[src/rtl/debouncer.sv]
// Switch debouncer: the output follows the sampled input only after 2^N_BOUNCE
// consecutive differing edges. Define DEBOUNCER_SYNC_EN to add a two-flop input synchronizer.
module debouncer #(
  parameter int unsigned N_BOUNCE = 3
) (
  input  logic clk,
  input  logic rstn,
  input  logic i_sig,
  output logic o_sig_debounced
);

  localparam logic [N_BOUNCE-1:0] CNT_MAX = '1;

  logic                s;
  logic [N_BOUNCE-1:0] cnt;

`ifdef DEBOUNCER_SYNC_EN
  logic sync1;
  logic sync2;

  always_ff @(posedge clk or negedge rstn) begin
    if (!rstn) begin
      sync1 <= 1'b0;
      sync2 <= 1'b0;
    end else begin
      sync1 <= i_sig;
      sync2 <= sync1;
    end
  end

  assign s = sync2;
`else
  assign s = i_sig;
`endif

  // Terminal count wins over increment, so cnt never wraps and the output flips on the 2^N-th differing edge.
  always_ff @(posedge clk or negedge rstn) begin
    if (!rstn) begin
      cnt             <= '0;
      o_sig_debounced <= 1'b0;
    end else if (s == o_sig_debounced) begin
      cnt <= '0;
    end else if (cnt == CNT_MAX) begin
      cnt             <= '0;
      o_sig_debounced <= s;
    end else begin
      cnt <= cnt + 1'b1;
    end
  end

endmodule

[config.mk]
export PLATFORM = sky130hd
export DESIGN_NAME = debouncer
export DESIGN_NICKNAME = d
export VERILOG_FILES = /design/src/rtl/debouncer.sv
export SDC_FILE = /design/constraint.sdc
export NUM_CORES = 1
export LEC_CHECK = 0
export CAP_MARGIN = 10
export CORE_AREA = 2 2 39 41
export CTS_CLUSTER_DIAMETER = 30
export DETAILED_ROUTE_END_ITERATION = 6
export DIE_AREA = 0 0 41 43
export PLACE_DENSITY = 0.3
export RECOVER_POWER = 50
export SLEW_MARGIN = 30
export SYNTH_ARGS = -nofsm -noshare
export SYNTH_HDL_FRONTEND = slang
export SYNTH_SLANG_ARGS = --single-unit
[constraint.sdc]
create_clock -name clk -period 2.2 [get_ports clk]
set_input_delay 0.55 -clock clk [delete_from_list [all_inputs] [get_ports clk]]
set_output_delay 0.55 -clock clk [all_outputs]
set_load 0.02 [all_outputs]
# Word level (Yosys, flattened, before mapping)
# Cells that the tools add are included.
totals:
  register_bits: 4
  output_inout_bits: 1
op_classes:
  eq_ne: 2
  muxes: 2
  n_addsub: 1
  reduce_logical: 1
  bitwise_logic: 1
ops:
  columns: ["op", "count"]
  rows:
  - ["3-bit two-way mux", 2]
  - ["3-bit by 1-bit adder with 3-bit output (second input constant)", 1]
  - ["3-bit == test (second input constant)", 1]
  - ["2-bit AND reduction", 1]
  - ["1-bit == test", 1]
  - ["1-bit inverter", 1]

# Depth between registers and ports, before layout
depth:
  depth_word: 3
  depth_mapped: 3
  depth_no_buf: 3

# Worst setup path after synthesis
# OpenSTA, ideal clock, no wires.
synth_path:
  kind: "reg-to-reg"
  from: "register cnt[0]"
  to: "register o_sig_debounced"
  t_required_ps: 2072
  period_less_slack_ps: 1184
  path_slack_ps: 1016
  arrival_time_ps: 1056
  path_stages_with_launch: 4
  path_buffers: 0
  cell_sequence: "dfrtp_1 ha_1 ha_1 mux2_1"
synth_via:
  elab_chain_len: 2
synth_lines:
  columns: ["item", "line", "rtl"]
  rows:
  - ["from (decl)", "15", "logic [N_BOUNCE-1:0] cnt;"]
  - ["from (signal assigned)", "47", "cnt <= cnt + 1'b1;"]
  - ["3-bit == test", "43", "end else if (cnt == CNT_MAX) begin"]
  - ["2-bit AND reduction (no line)", null, null]
  - ["to (signal assigned)", "45", "o_sig_debounced <= s;"]
  - ["to (decl)", "9", "output logic o_sig_debounced"]
# No other way between the ends.
# A chain may end at the register's enable or synchronous reset.

# Worst setup path in the final report
layout_path:
  from: "register o_sig_debounced"
  to: "output o_sig_debounced"
# No word-level cell between the ends.

==> results.toml <==
[layout]
fin_util_pct = 17.5
fillers = 150
n_antenna_cell = 0
final_common_cell = "dfrtp_1"
fin_cells = 33
area_growth_pct = 42.6
layout_common_cells = "4 x dfrtp_1, 3 x clkbuf_4, 2 x and2_1, 2 x ha_1, 2 x clkdlybuf4s50_1"
final_cell_area_um2 = 243
layout-drive-gt1-share_pct = 23.5
nets = 24

[yosys]
synth-simple-area-share_pct = 14.7
synth_compound_area_share_pct = 0
ys_ff_latch = 4
synthXorXnorAreaFrac_pct = 5.15
synthesis.nets = 16
postSynthCellCount = 11
ys_seq_area_share_pct = 58.8
ys_warn_count = 0
syn-cell-area_um2 = 170
ys_types = 6
yosys-mux-area-fraction_pct = 6.62
synth_area_per_cell_um2 = 15.5
synth_top_family_by_area = "simple AND/OR/NAND/NOR gates"
synthAdderAreaFrac_pct = 14.7

[setup_path]
worstSetupEndpointType = "output port"
crit_fanout = 3
critPathLaunchType = "flop"
cp_slowest_cell = "clkdlybuf4s50_1"
critPathTopFamily = "buffers and inverters"
path_cells = "clkdlybuf4s50_1"
cp.required_ps = 1650
worst-path-buf-inv = 1
cpPeakStageDelay_ps = 610
crit_arrival_ps = 1210
critical_path_class = "flop to output port"

[job]
drv_cap = 0

[power]
swShare_pct = 27.9
cellPowerDensity_nw_per_um2 = 1200
p_leak_nw = 0.121
p_clk_share_pct = 31.3
power_switching_w = 0.0000814
power.internal_w = 0.000210
pwr-share-comb_pct = 27.7
peakVddDrop_mv = 0.296
pwr-share-seq_pct = 41.0

[timing]
setup_tns_ps = 0
rsz0062_at_grt = "false"
hold_viol = 0
max_freq_ghz = 0.567
setup_viol = 0
skew_ps = 4.95
drv_slew = 0
slew_headroom_pct = 84.9
tightest_slew_ps = 225
min_period_over_period_pct = 80.1
min_period_ps = 1760

[floorplan]
die_h_um = 43
start_util_pct = 12.3
ioPinCount = 4
row_count = 14
dieArea_um2 = 1760
fp.dieW_um = 41
core_area_um2 = 1380

[route]
wirelength_um = 291
vias_per_cell = 3.21
firstDrtPassIters = 4
drc_errors = 0
vias = 106
wire_per_inst_um = 8.82
antenna_left = 0
drt-initial-drc-count = 1

[clock_network]
post_cts_buffers = 0
cts-root-buf = "clkbuf_4"
clock_path_buffers = 2
cts_tree = "built"
hold_buffers = 0
insertion_delay_ps = 240
path_clk_slew_ps = 40
cts_buffers = 3
htree_num_levels = 1
cts_sinks = 4
cts_resized = 0

[outcome]
outcome = "completed"

[place]
placed_cell_area_um2 = 220
port_buffers = 3
dp.cells = 30
dp_hpwl_um = 194
gp_congestion = 0.659

[grt]
gr-total-overflow = 0
track_usage_pct = 5.85
grt_pass1_wl_um = 448
grt_pass1_vias = 114
grt_start_max_net_pins = 5
antenna_found_initial = 0

[min_path]
hp-class = "flop to flop"
flip-flops by register name, summed over array words and instances (netlist names):
name	count
cnt	3
o_sig_debounced	1
cells in the mapped netlist (all sizes together):
| cell | number | area, um^2 |
|---|---|---|
| xor2 | 1 | 8.76 |
| mux2 | 1 | 11.3 |
| dfrtp | 4 | 100 |
| nor3b | 1 | 12.5 |
| and2 | 2 | 12.5 |
| ha | 2 | 25.0 |
path summary, 6_finish.rpt:
kind                            startpoint  slack (ps)         endpoint  cells past startpoint
max in group asynchronous             rstn        1420           cnt[1]                      1
setup reg to reg                    cnt[0]         970  o_sig_debounced                      3
hold reg to reg                     cnt[0]         450           cnt[0]                      1
setup / recovery           o_sig_debounced         440  o_sig_debounced                      1
hold / removal                      cnt[0]         450           cnt[0]                      1
min in group asynchronous             rstn         600  o_sig_debounced                      1
kinds of logic (layout without fill, tap and decap cells):
kind of cell               Yosys count  in the layout
muxes                                1              1
xor gates and xnor gates             1              1
buffers and inverters                0              6
adders and majority gates            2              2
and+or+nand+nor                      3              3
DFF                                  4              4
metal layers:
metal,up-vias,track usage (%),wire length (um)
li1,51,-,-
met1,46,3.91,130
met2,7,4.06,92
met3,2,7.85,41
met4,0,12.0,27
met5,-,0,0
final cells by class:
type,count,area (um^2),area share (%)
sequential,4,100,41.2
multi-input combinational,7,70.1,28.9
tap,16,20.0,8.25
timing repair buffer,3,30.0,12.4
clock buffer,3,22.5,9.28
power by group through the flow:
stage,clock network (W),registers [W],logic (W)
floorplan,0,0.000129,0.0000413
global placement,0,0.000121,0.0000830
detailed placement,0,0.000120,0.0000813
CTS,0.0000964,0.000120,0.0000833
global route,0.000104,0.000124,0.0000911
finish,0.0000913,0.000120,0.0000808
through the flow:
stage	setup slack [ps]	power [W]	hold WS, ps
finish	437	0.000292	450
detailed placement	647	0.000202	443
global route	389	0.000319	467
floorplan	1020	0.000170	254
CTS	429	0.000299	454
global placement	631	0.000204	458
Power figures use the tool's default switching activity.
